$ cat config.mk
export PLATFORM = sky130hd
export DESIGN_NAME = spram_arbiter
export DESIGN_NICKNAME = d
export VERILOG_FILES = /design/src/rtl/spram_arbiter.sv
export SDC_FILE = /design/constraint.sdc
export NUM_CORES = 1
export LEC_CHECK = 0
export BUFFER_PORTS_ARGS = -buffer_cell sky130_fd_sc_hd__buf_2
export CAP_MARGIN = 20
export CORE_MARGIN = 3
export CORE_UTILIZATION = 37
export CTS_CLUSTER_SIZE = 28
export DETAILED_ROUTE_END_ITERATION = 10
export HOLD_SLACK_MARGIN = 0.12
export PLACE_DENSITY = 0.85
export SLEW_MARGIN = 20
export SYNTH_ARGS = -nofsm -noshare
export SYNTH_HDL_FRONTEND = slang
export SYNTH_SLANG_ARGS = --single-unit
export TNS_END_PERCENT = 1
$ cat constraint.sdc
create_clock -name clk -period 4.9 [get_ports clk]
set_clock_uncertainty 0.05 [all_clocks]
set_input_delay 1.47 -clock clk [delete_from_list [all_inputs] [get_ports clk]]
set_output_delay 1.47 -clock clk [all_outputs]
set_load 0.01 [all_outputs]
$ cat src/rtl/spram_arbiter.sv
// spram_arbiter
// Shares one iCE40 SB_SPRAM256KA (16K x 16) between the capture write port
// and the host read port. Single-word accesses, write priority with read
// aging, and automatic standby of the SPRAM after a programmable idle time.
//
// Ports:
//   clk, rst_n            clock, asynchronous active-low reset
//   wr_req/addr/data/mask write request side (held until wr_gnt)
//   wr_gnt                write accepted this cycle
//   rd_req/addr           read request side (held until rd_gnt)
//   rd_gnt                read accepted this cycle
//   rd_data, rd_valid     read data, valid one cycle after rd_gnt
//   ram_*                 SPRAM ADDRESS/DATAIN/MASKWREN/WREN/CHIPSELECT/STANDBY
//   ram_dout              SPRAM DATAOUT
//
// Optional feature (define SPRAM_ARB_STATS_EN):
//   stall_clr             synchronous clear of stall_cnt
//   stall_cnt             saturating count of cycles with a request pending
//                         but nothing granted
module spram_arbiter #(
  parameter int AW           = 14,
  parameter int DW           = 16,
  parameter int MAX_WAIT     = 4,
  parameter int IDLE_TIMEOUT = 64
) (
  input  logic          clk,
  input  logic          rst_n,
  input  logic          wr_req,
  input  logic [AW-1:0] wr_addr,
  input  logic [DW-1:0] wr_data,
  input  logic [3:0]    wr_mask,
  output logic          wr_gnt,
  input  logic          rd_req,
  input  logic [AW-1:0] rd_addr,
  output logic          rd_gnt,
  output logic [DW-1:0] rd_data,
  output logic          rd_valid,
`ifdef SPRAM_ARB_STATS_EN
  input  logic          stall_clr,
  output logic [15:0]   stall_cnt,
`endif
  output logic [AW-1:0] ram_addr,
  output logic [DW-1:0] ram_din,
  output logic [3:0]    ram_maskwren,
  output logic          ram_wren,
  output logic          ram_cs,
  output logic          ram_standby,
  input  logic [DW-1:0] ram_dout
);

  typedef enum logic [1:0] {
    ACTIVE  = 2'd0,
    STANDBY = 2'd1,
    WAKE    = 2'd2
  } state_t;

  localparam int IW = (IDLE_TIMEOUT > 1) ? $clog2(IDLE_TIMEOUT) : 1;
  localparam logic [IW-1:0] IDLE_LAST = (IDLE_TIMEOUT > 0) ? IW'(IDLE_TIMEOUT - 1) : '0;

  state_t        state, state_nxt;
  logic [3:0]    rd_wait_cnt;
  logic [IW-1:0] idle_cnt;
  logic          any_req;
  logic          rd_aged;

  assign any_req = wr_req | rd_req;
  assign rd_aged = (rd_wait_cnt >= 4'(MAX_WAIT));

  // Next state and grants. Grants are gated by rst_n so that while reset is
  // held the SPRAM sees no access even if a requester keeps its line high.
  always_comb begin
    state_nxt   = state;
    wr_gnt      = 1'b0;
    rd_gnt      = 1'b0;
    ram_standby = 1'b0;
    case (state)
      ACTIVE: begin
        if (rst_n) begin
          if (wr_req && !(rd_req && rd_aged)) begin
            wr_gnt = 1'b1;
          end else if (rd_req) begin
            rd_gnt = 1'b1;
          end
        end
        if (!any_req && (IDLE_TIMEOUT != 0) && (idle_cnt == IDLE_LAST)) begin
          state_nxt = STANDBY;
        end
      end
      STANDBY: begin
        ram_standby = 1'b1;
        if (any_req) begin
          state_nxt = WAKE;
        end
      end
      WAKE: begin
        state_nxt = ACTIVE;
      end
      default: begin
        state_nxt = ACTIVE;
      end
    endcase
  end

  // SPRAM pins follow the grant. The address mux falls back to rd_addr and
  // DATAIN always carries wr_data, so neither floats when nothing is granted.
  assign ram_cs       = wr_gnt | rd_gnt;
  assign ram_wren     = wr_gnt;
  assign ram_addr     = wr_gnt ? wr_addr : rd_addr;
  assign ram_din      = wr_data;
  assign ram_maskwren = wr_gnt ? wr_mask : 4'b0000;
  assign rd_data      = ram_dout;

  always_ff @(posedge clk or negedge rst_n) begin
    if (!rst_n) begin
      state <= ACTIVE;
    end else begin
      state <= state_nxt;
    end
  end

  // Read aging, idle timer and read-valid pipeline. The idle timer restarts
  // from zero whenever the SPRAM is not in ACTIVE, so each wake-up gets a
  // full timeout before the next standby.
  always_ff @(posedge clk or negedge rst_n) begin
    if (!rst_n) begin
      rd_wait_cnt <= 4'd0;
      idle_cnt    <= '0;
      rd_valid    <= 1'b0;
    end else begin
      rd_valid <= rd_gnt;

      if (rd_gnt) begin
        rd_wait_cnt <= 4'd0;
      end else if ((state == ACTIVE) && rd_req && (rd_wait_cnt != 4'hF)) begin
        rd_wait_cnt <= rd_wait_cnt + 1'b1;
      end

      if ((state != ACTIVE) || any_req || (state_nxt != ACTIVE)) begin
        idle_cnt <= '0;
      end else begin
        idle_cnt <= idle_cnt + 1'b1;
      end
    end
  end

`ifdef SPRAM_ARB_STATS_EN
  // Stall statistics: any pending request without a grant, which includes
  // every cycle spent in STANDBY or WAKE with a request waiting.
  always_ff @(posedge clk or negedge rst_n) begin
    if (!rst_n) begin
      stall_cnt <= 16'd0;
    end else if (stall_clr) begin
      stall_cnt <= 16'd0;
    end else if (any_req && !ram_cs && (stall_cnt != 16'hFFFF)) begin
      stall_cnt <= stall_cnt + 1'b1;
    end
  end
`endif

endmodule
==> results of run 1 <==
## power breakdown
part | total, uW | internal (uW) | switching, uW
registers | 150 | 122 | 27.7
logic | 136 | 70.0 | 65.6
clock network | 64.2 | 31.6 | 32.7
total | 350 | 224 | 126
## sequential cells by signal, indices dropped and copies added, names as in the netlist
register     cells
rd_valid         1
rd_wait_cnt      4
idle_cnt         6
state            2
## worst paths after layout
path | start | end | slack (ps) | cells after the start
worst max-delay path | rst_n | ram_addr[10] | 640 | 4
worst max register to register | state[1]$_DFF_PN0_ | rd_wait_cnt[2]$_DFFE_PN0P_ | 3330 | 3
worst min register to register | idle_cnt[0]$_DFF_PN0_ | idle_cnt[0]$_DFF_PN0_ | 420 | 1
min in group asynchronous | rst_n | idle_cnt[2]$_DFF_PN0_ | 1060 | 1
max in group asynchronous | rst_n | idle_cnt[3]$_DFF_PN0_ | 3460 | 1
worst min-delay path | idle_cnt[0]$_DFF_PN0_ | idle_cnt[0]$_DFF_PN0_ | 420 | 1
## layout make-up
class / count / area [um2] / share of cell area
clock buffer: 4 / 26.3 / 0.0207
inverter: 7 / 26.3 / 0.0207
multi-input combinational: 69 / 546 / 0.429
sequential: 13 / 325 / 0.256
tap: 42 / 52.6 / 0.0413
timing repair buffer: 59 / 295 / 0.232
## per-stage QoR
step                 util  cells  hold WS, ps  setup WS (ps)  power [uW]
floorplan               -    123          383           1160         264
global placement    0.433    190          395            636         285
detailed placement  0.433    190          414            613         288
CTS                 0.442    194          425            617         355
global route        0.442    194          450            536         375
finish              0.442    194          421            642         350
## cells by family (layout without fill, tap and decap cells)
group | after synthesis | in the layout | synth area share
AOI/OAI and AO/OA | 12 | 12 | 0.0855
xor gates and xnor gates | 3 | 3 | 0.0227
adders and majority gates | 2 | 2 | 0.0216
buffers and inverters | 41 | 70 | 0.247
DFF | 13 | 13 | 0.281
muxes | 14 | 14 | 0.153
and+or+nand+nor | 38 | 38 | 0.189
## worst register-to-register path, stage by stage (launching register included)
cell and delay [ps]:
dfrtp_1 450, or3b_4 470, a211oi_2 380, nor3_1 110
## routing by layer
| metal | track usage | up-vias | part of all wire |
|---|---|---|---|
| li1 | - | 456 | - |
| met5 | 0 | - | 0 |
| met1 | 0.154 | 422 | 0.35 |
| met2 | 0.212 | 55 | 0.53 |
| met3 | 0.0434 | 6 | 0.11 |
| met4 | 0.0273 | 0 | 0.0060 |
## synth_stat cells (2+ instances only)
master | instances | area, um2
nor2_1 | 12 | 45.0
a21oi_1 | 2 | 10.0
ha_1 | 2 | 25.0
nor3_1 | 5 | 25.0
inv_1 | 7 | 26.3
mux2_4 | 5 | 75.1
buf_4 | 33 | 248
o211ai_1 | 2 | 15.0
dfrtp_1 | 13 | 325
xor2_1 | 2 | 17.5
mux2_2 | 9 | 101
nand3_1 | 5 | 25.0
nand2_1 | 4 | 15.0
==> results.txt, run 1 <==
The critical path capture point type is an output pin. The proportion of layout cells with a drive suffix above 1 came out at 0.533. The async set or reset register ratio after synthesis came out at 1.00. Once detail routing completed, the nets flagged for antenna violations numbered 0.

Of the available clock period, the critical path in the final layout requires 0.869. Dividing total power by cell area gives a power density of 275 mW/mm2. The library cells used most frequently in the layout, excluding fill and tap cells, are buf_2 (59), dfrtp_1 (13), nor2_1 (12), mux2_2 (9), inv_1 (7).

The tool flagged a number of max-cap violations equal to 0. The leakage component of the power came out at 0.000661 uW. The max-slew headroom at the worst pin came out at 0.726. The total overflow left after global routing is 0. The clock passes through at most 2 buffers.

The DRC marker count from the first detailed-route iteration is 31. The die is 61.9 um tall. The time the worst path needs with I/O delays and setup is 4260 ps. In this run the number of H-tree levels came out at 1. The core region is 0.00288 mm2. The final layout contains 223 nets. The DRC violation count after routing is 0. The clock transition at the register clock pins on the worst setup and hold paths after CTS is 70 ps. The final weighted congestion in routability-driven placement is 0.791. The final routed wirelength across all metal layers is 2680 um. Entering global routing, the biggest net connects 20 pins.

Post-CTS repair changed the size of 0 cells. The total CTS buffers came out at 3. The most common flop cell mapped by yosys is dfrtp_1. The count of input and output buffers came out at 59.

The buffers plus inverters on the worst setup path is 2. The path type of the worst min-delay path is flip-flop to flip-flop. Yosys mapped the design onto 35 distinct sky130hd cell types. TritonCTS built the clock tree. The number of antenna violations at the first check in global routing is 0. The mapped netlist covers 0.00116 mm2. The count of endpoints failing setup in the final report came out at 0.

The average routed wire per standard cell came out at 13.8 um. The via count of the first global-routing pass is 798. The slew of the pin with the lowest slew margin is 409 ps. The length of the first detailed-routing pass in iterations is 4. After synthesis, the mean cell area works out to 9.40 um2. The critical path launch point type is an input port.

The synthesis warning total came out at 0. The top-level port count is 124. The number of setup buffers added after CTS is 0. The kind of cell with the highest combined delay along the critical path is buffers and inverters. Traced cell by cell, the critical path runs through buf_2 -> nand4_4 -> mux2_4 -> buf_2. The worst path arrival time is 2740 ps. The first-pass GRT wire length came out at 3510 um. After synthesis the netlist holds a flip-flop and latch count of 13.

The area overhead of the layout relative to synthesis is 9.96%. The routed via count divided by cell count came out at 4.84. The die covers 0.00383 mm2. Static timing analysis puts the maximum clock frequency at 235 MHz. The overall routing resource usage came out at 0.125.

The total count of hold-check failures in the final report came to 0. The antenna diode count came out at 0. The cell area reported after detailed placement came out at 0.00124 mm2. The finished cells cover 0.00127 mm2.

The fraction of the yosys area taken by sequential cells is 0.281. The run finished with clean final reports. The most prevalent standard cell on the critical path is buf_2. The data required time of the worst path came out at 3380 ps.

Setup total negative slack on the finished layout was measured at 0 ps. The max-slew violation total from the final report is 0. The largest fanout on the critical path came out at 19.

The count of flip-flops with a built-in enable after synthesis came out at 0. The peak per-stage delay on the critical path came out at 400 ps. Among all stages on the critical path, the largest delay is contributed by mux2_4.

The sink count of the clock tree is 13. Counting the fill cells in the layout gives 287. The sum of net half-perimeters after detailed placement is 2250 um. The library cell used most frequently in the layout, excluding fill and tap cells, is buf_2. The count of hold buffers inserted by post-cts repair came out at 0. Synthesis produced 123 cells.

For this configuration, the core starts out at a cell density of 0.402. The final route contains 939 vias. The net count after synthesis came out at 193.

The cell sitting at the root of the clock tree is a clkbuf_4. The total number of placement rows came out at 19. IR analysis of the VDD net gives a maximum drop of 0.166 mV. The clock latency of the later-clocked register in the worst-skew pair came out at 270 ps.

The worst setup path is of the input port to output pin kind. The die width came out at 61.9 um. Setup repair after global routing left no endpoint under its margin.
Note: power is estimated with default switching activity, not from simulation.
==> run 2, diff against run 1 <==
--- a/config.mk
+++ b/config.mk
@@ -9,6 +9,8 @@
 export CAP_MARGIN = 20
 export CORE_MARGIN = 3
 export CORE_UTILIZATION = 37
+export CTS_BUF_LIST = sky130_fd_sc_hd__clkbuf_8 sky130_fd_sc_hd__clkbuf_16
+export CTS_CLUSTER_DIAMETER = 50
 export CTS_CLUSTER_SIZE = 28
 export DETAILED_ROUTE_END_ITERATION = 10
 export HOLD_SLACK_MARGIN = 0.12
==> run 2 against run 1 <==
Compared with the run above: routed wire length increased by 1.4%; sequential share of layout area decreased by 0.37 points; final cell count unchanged; first-iteration DRC count increased by 13%; sequential cell count unchanged; setup slack got worse by 3.7 ps; largest cell class unchanged.
==> results.txt, run 2 (same netlist as run 1, synthesis figures left out) <==
The run finished with clean final reports. The worst setup path category is input port to output pin. The remaining global-route overflow came to 0 (unchanged). The clock latency of the later-clocked register in the worst-skew pair was 250 ps (-20 ps). The final weighted congestion in routability-driven placement is 0.791 (unchanged). The number of cells on the worst reg-to-reg path was 3 (unchanged). The die width came out at 61.9 um (unchanged).

The top achievable clock speed is 235 MHz (about the same). The count of endpoints failing setup in the final report came out at 0 (unchanged). The max-cap check violation count is 0 (unchanged). The sum of net half-perimeters after detailed placement is 2250 um (unchanged). TritonCTS built the clock tree. The die area is 0.00383 mm2 (unchanged).

The total number of cells along the worst setup path is 4 (unchanged). The number of buffers inserted to repair setup after CTS was 0 (unchanged). The slew of the pin with the lowest slew margin is 409 ps (-0.311 ps). The number of levels the H-tree was split into is 1 (unchanged). The peak per-stage delay on the critical path is 400 ps (about the same). The max-slew headroom at the worst pin came out at 0.726 (about the same). The number of flip-flops under the largest register name is 6 (unchanged). On the critical path the largest part of the delay comes from buffers and inverters. The die boundary height is 61.9 um (unchanged). The total number of nets in the final design came to 223 (unchanged). The DRC violation count after routing came to 0 (unchanged). The worst path arrival time is 2740 ps (about the same).

The worst setup path startpoint is rst_n. The proportion of layout cells with a drive suffix above 1 is 0.533 (unchanged). The area overhead of the layout relative to synthesis came out at 11.6%. Setup repair after global routing left no endpoint under its margin. The count of input and output buffers came out at 59 (unchanged). The routed via count divided by cell count came out at 4.82 (-0.43%). The max-slew violation total from the final report is 0 (unchanged). The first-pass GRT wire length is 3520 um (+0.20%). The flop-to-flop setup slack was 3310 ps (-20 ps). The placeable core region is 0.00288 mm2 (unchanged).

Traced cell by cell, the critical path runs through buf_2 -> nand4_4 -> mux2_4 -> buf_2. The non-filler instance count after layout came out at 194 (unchanged). The final routed wirelength across all metal layers came out at 2710 um (+1.4%). The data required time of the worst path came out at 3380 ps (about the same).

The maximum count of clock buffers along a single path was 2 (unchanged). The worst setup path is captured at an output pin. The final antenna-violating net count is 0 (unchanged). The min-delay analysis places its worst path in the category flip-flop to flip-flop. The clock transition at the register clock pins on the worst setup and hold paths after CTS is 50 ps (-20 ps). The count of cells resized by post-cts repair came to 0 (unchanged). STA classifies the critical path startpoint as an input port.

The largest fanout on the critical path was 19 (unchanged). The overall routing resource usage came to 0.127 (+0.00128). The total CTS buffers is 3 (unchanged).

The endpoint of the worst setup timing path is ram_addr[10]. By instance count, the cell type seen most on the critical path is buf_2. The most common cell after layout, fill and taps aside is buf_2. The count of hold buffers inserted by post-cts repair was 0 (unchanged). The antenna diode count is 0 (unchanged). The maximum vdd drop came out at 0.206 mV (+24%). The via count of the first global-routing pass is 796 (-0.25%). The endpoint of the lowest-slack register-to-register path is rd_wait_cnt[3]$_DFFE_PN0P_. For this design, the slowest cell found on the critical path is mux2_4.

The highest layer touched by signal routing is met4. The leakage component of the power came out at 0.000673 uW (+1.8%). The total area of multi-input combinational cells came to 546 um2 (unchanged). The buffers plus inverters on the worst setup path was 2 (unchanged). The largest net degree at the start of global routing was 20 (unchanged). The met1 wire length is 988 um (+4.2%). The summed negative setup slack over all endpoints came to 0 ps (unchanged). The total count of hold-check failures in the final report is 0 (unchanged). The met2 wire length came out at 1420 um (+0.78%). The largest registers in the layout are idle_cnt: 6 flops, rd_wait_cnt: 4 flops, state: 2 flops. The length of the first detailed-routing pass in iterations is 4 (unchanged). The DRC marker count from the first detailed-route iteration was 35 (+13%).

The initial core utilization came out at 0.402 (unchanged). Leaving out fill and tap cells, the most frequent cells in the layout are buf_2 (59), dfrtp_1 (13), nor2_1 (12), mux2_2 (9), inv_1 (8). The sequential cell area is 325 um2 (unchanged). The count of fill cells added during filler insertion came out at 285 (-0.70%). The time the worst path needs with I/O delays and setup came out at 4260 ps (+3.71 ps).

The average routed wire per standard cell is 14.0 um (+1.4%). The top-level port count came out at 124 (unchanged). CTS placed an instance of clkbuf_8 at the clock tree root.

The start of the worst register-to-register path is state[1]$_DFF_PN0_. idle_cnt holds more flip-flops than any other register. The sink count of the clock tree is 13 (unchanged). The number of antenna violations at the first check in global routing came to 0 (unchanged).

The power density over cell area came to 295 mW/mm2 (+7.1%). The period utilization came out at 0.870 (about the same). The total number of placement rows is 19 (unchanged). The total number of vias came to 935 (-0.43%). The number of placed cells counting well taps is 190 (unchanged). The met3 wirelength from detailed routing is 291 um (-4.3%).
## run 2: cell types whose count changed in the layout (fill, tap and decap cells not counted)
cell	previous run	this run
clkbuf_4	3	0
clkbuf_8	0	3
clkbuf_1	1	0
inv_1	7	8
## run 2: how the worst min path moves through the flow
stage	from	to	slack (ps)	cells after the start
4_1_cts	idle_cnt[0]$_DFF_PN0_	idle_cnt[0]$_DFF_PN0_	420	1
5_1_grt	idle_cnt[0]$_DFF_PN0_	idle_cnt[0]$_DFF_PN0_	450	1
3_5_place_dp	idle_cnt[0]$_DFF_PN0_	idle_cnt[0]$_DFF_PN0_	410	1
3_3_place_gp	idle_cnt[0]$_DFF_PN0_	idle_cnt[0]$_DFF_PN0_	390	1
2_1_floorplan	idle_cnt[0]$_DFF_PN0_	idle_cnt[0]$_DFF_PN0_	380	1
6_report	idle_cnt[0]$_DFF_PN0_	idle_cnt[0]$_DFF_PN0_	420	1
## run 2: through the flow
stage               worst slack (ps)   util  area, um2  total power [uW]  hold slack [ps]
detailed placement               613  0.433       1240               288              414
finish                           638  0.448       1290               380              418
floorplan                       1160      -       1160               264              383
global route                     536  0.448       1290               403              447
global placement                 636  0.433       1240               285              395
CTS                              617  0.448       1290               383              422
## run 2: metal layers
| metal | up-vias | track usage |
|---|---|---|
| met3 | 6 | 0.0434 |
| met5 | - | 0 |
| met1 | 421 | 0.154 |
| met2 | 54 | 0.212 |
| li1 | 454 | - |
| met4 | 0 | 0.0364 |
## run 2: final cells by class
cell class | instances | area share
multi-input combinational | 69 | 0.423
clock buffer | 3 | 0.0320
sequential | 13 | 0.252
clock inverter | 1 | 0.00291
tap | 42 | 0.0407
timing repair buffer | 59 | 0.229
inverter | 7 | 0.0204
## run 2: power by group
| group | switching [uW] | internal, uW | total [uW] | leakage, uW |
|---|---|---|---|---|
| combinational | 66.0 | 70.1 | 136 | 0.000470 |
| clock | 38.3 | 55.3 | 93.7 | 0.0000269 |
| sequential | 27.9 | 122 | 150 | 0.000175 |
==> run 3, diff against run 2 <==
==> constraint.sdc (replaced) <==
create_clock -name clk -period 5.1 [get_ports clk]
set_clock_uncertainty 0.05 [all_clocks]
set_input_delay 1.53 -clock clk [delete_from_list [all_inputs] [get_ports clk]]
set_output_delay 1.53 -clock clk [all_outputs]
set_load 0.01 [all_outputs]
==> run 3 against run 2 <==
Compared with the run above: worst hold slack better by 6.9 ps; highest routed layer unchanged; non-clock buffer count is the same; design area stayed put; largest cell class unchanged; routed wire length fell by 1.9%; critical endpoint unchanged; critical path type unchanged; sequential power decreased by 4%.
==> results.txt, run 3 (same netlist as run 1, synthesis figures left out) <==
The die boundary height is 61.9 um (unchanged). The DRC marker count from the first detailed-route iteration came out at 21 (-40%). The count of fill cells added during filler insertion came out at 287 (+0.70%). The max-cap check violation count is 0 (unchanged). The slew of the pin with the lowest slew margin was 441 ps (+32.6 ps). The overall routing resource usage is 0.131 (+0.00458). The total number of vias is 933 (-0.21%). The total number of nets in the final design came out at 223 (unchanged). The count of cells resized by post-cts repair came out at 0 (unchanged). The total count of hold-check failures in the final report came out at 0 (unchanged). The number of antenna violations at the first check in global routing came out at 0 (unchanged).

The average routed wire per standard cell came out at 13.7 um (-1.9%). The post-route core utilization is 0.448 (unchanged). The max-slew violation total from the final report is 0 (unchanged).

The via count of the first global-routing pass is 781 (-1.9%). The die area was 0.00383 mm2 (unchanged). The length of the first detailed-routing pass in iterations came out at 4 (unchanged). The area overhead of the layout relative to synthesis is 11.6% (unchanged). The initial core utilization is 0.402 (unchanged). The period utilization is 0.856. The final routed wirelength across all metal layers is 2660 um (-1.9%).

The CTS root buffer is clkbuf_8. The worst setup path is captured at an output pin. The summed negative setup slack over all endpoints is 0 ps (unchanged). The design internal power is 238 uW (-3.9%). The count of endpoints failing setup in the final report was 0 (unchanged). The clock latency of the later-clocked register in the worst-skew pair came out at 240 ps (about the same). Setup repair after global routing left no endpoint under its margin. The proportion of power drawn by flip-flops and latches came out at 0.398 (+0.002). The net switching fraction of the power came to 0.343 (-0.00440). The DRC violation count after routing was 0 (unchanged). The worst path arrival time is 2780 ps (+40 ps).

The final antenna-violating net count is 0 (unchanged). The sum of net half-perimeters after detailed placement is 2230 um (-0.78%). The power density over cell area was 281 mW/mm2 (-4.6%). The data required time of the worst path is 3520 ps (+140 ps). The number of buffers inserted to repair setup after CTS came out at 0 (unchanged). The top-level port count is 124 (unchanged). The count of input and output buffers came out at 59 (unchanged). The sink count of the clock tree was 13 (unchanged). The maximum vdd drop came out at 0.158 mV (-24%). The number of flip-flops under the largest register name came to 6 (unchanged). In the final layout, the registers with the most flip-flops are idle_cnt: 6 flops, rd_wait_cnt: 4 flops, state: 2 flops.

The combinational power share was 0.361 (+0.003). The peak per-stage delay on the critical path came out at 400 ps (about the same). The worst hold path belongs to the class flip-flop to flip-flop. Traced cell by cell, the critical path runs through buf_2 -> nand4_4 -> mux2_4 -> buf_2. The max-slew headroom at the worst pin is 0.705 (-0.0218).

The clock network fraction of total power is 0.242 (-0.004). The post-route cell area was 0.00129 mm2 (unchanged). The first-pass GRT wire length came out at 3530 um (+0.37%). The run finished with clean final reports. The clock transition at the register clock pins on the worst setup and hold paths after CTS is 50 ps (about the same). The CTS tree is yes.

The top achievable clock speed came out at 229 MHz. The count of hold buffers inserted by post-cts repair is 0 (unchanged). The number of levels the H-tree was split into is 1 (unchanged). The library cells used most frequently in the layout, excluding fill and tap cells, are buf_2 (59), dfrtp_1 (13), nor2_1 (12), mux2_2 (9), inv_1 (8).

Leaving out fill and tap cells, the most frequent cell in the layout is buf_2. The die width is 61.9 um (unchanged). The routed via count divided by cell count came out at 4.81 (-0.21%).

The clock period could shrink to 4360 ps. The leakage component of the power came out at 0.000673 uW (unchanged). The net switching power of the design is 125 uW (-5.8%). The total number of placement rows is 19 (unchanged). The largest net degree at the start of global routing is 20 (unchanged).

The placeable core region was 0.00288 mm2 (unchanged). The worst setup path is launched from an input port. The remaining global-route overflow is 0 (unchanged). The worst setup path is of the input port to output pin kind. The final weighted congestion in routability-driven placement came out at 0.791 (about the same). The largest fanout on the critical path is 19 (unchanged). The number of placed cells counting well taps is 190 (unchanged).

By instance count, the cell type seen most on the critical path is buf_2. The non-filler instance count after layout came to 194 (unchanged). More flip-flops sit in one register than any other, and that register is idle_cnt. The proportion of layout cells with a drive suffix above 1 came out at 0.533 (unchanged). For this design, the slowest cell found on the critical path is mux2_4. The antenna diode count is 0 (unchanged). The maximum count of clock buffers along a single path is 2 (unchanged). The total CTS buffers came to 3 (unchanged). The cell area reported after detailed placement was 0.00124 mm2 (unchanged).
-- run 3: cell counts in the layout (fill, tap and decap cells not counted) --
No cell type changed its count.
-- run 3: critical path: cells and delay by family --
family	cells	cell delay, ps
AND/OR/NAND/NOR	1	380
multiplexers	1	400
buffers and inverters	2	460
-- run 3: worst paths after layout --
kind	end	slack [ps]	cells past startpoint	from
min in group asynchronous	idle_cnt[2]$_DFF_PN0_	1150	1	rst_n
hold reg to reg	idle_cnt[0]$_DFF_PN0_	430	1	idle_cnt[0]$_DFF_PN0_
setup / recovery	ram_addr[10]	740	4	rst_n
setup reg to reg	rd_wait_cnt[3]$_DFFE_PN0P_	3520	3	state[1]$_DFF_PN0_
max in group asynchronous	state[1]$_DFF_PN0_	3580	1	rst_n
hold / removal	idle_cnt[0]$_DFF_PN0_	430	1	idle_cnt[0]$_DFF_PN0_
-- run 3: per-layer routing --
metal	part of all wire	up-vias	global-route usage
met2	0.52	49	0.217
met4	0.018	0	0.0727
met1	0.37	423	0.148
met5	0	-	0
li1	-	451	-
met3	0.093	10	0.0455
-- run 3: area by class of cell --
cell class / count / area, um2 / area share
multi-input cells: 69 / 546 / 0.423
clock inverters: 1 / 3.75 / 0.00291
clock buffers: 3 / 41.3 / 0.0320
repair buffers: 59 / 295 / 0.229
flip-flops and latches: 13 / 325 / 0.252
inverters: 7 / 26.3 / 0.0204
well taps: 42 / 52.6 / 0.0407
-- run 3: power groups by stage --
stage	clock [uW]	combinational (uW)	sequential (uW)
finish	87.6	131	144
global route	98.7	146	147
CTS	92.9	132	144
detailed placement	0	132	146
global placement	0	128	145
floorplan	0	114	140
-- run 3: through the flow --
step                hold WS (ps)  total power (uW)  worst slack, ps
floorplan                    383               254             1240
global placement             395               273              717
detailed placement           428               278              691
CTS                          435               369              696
global route                 447               392              637
finish                       425               363              736
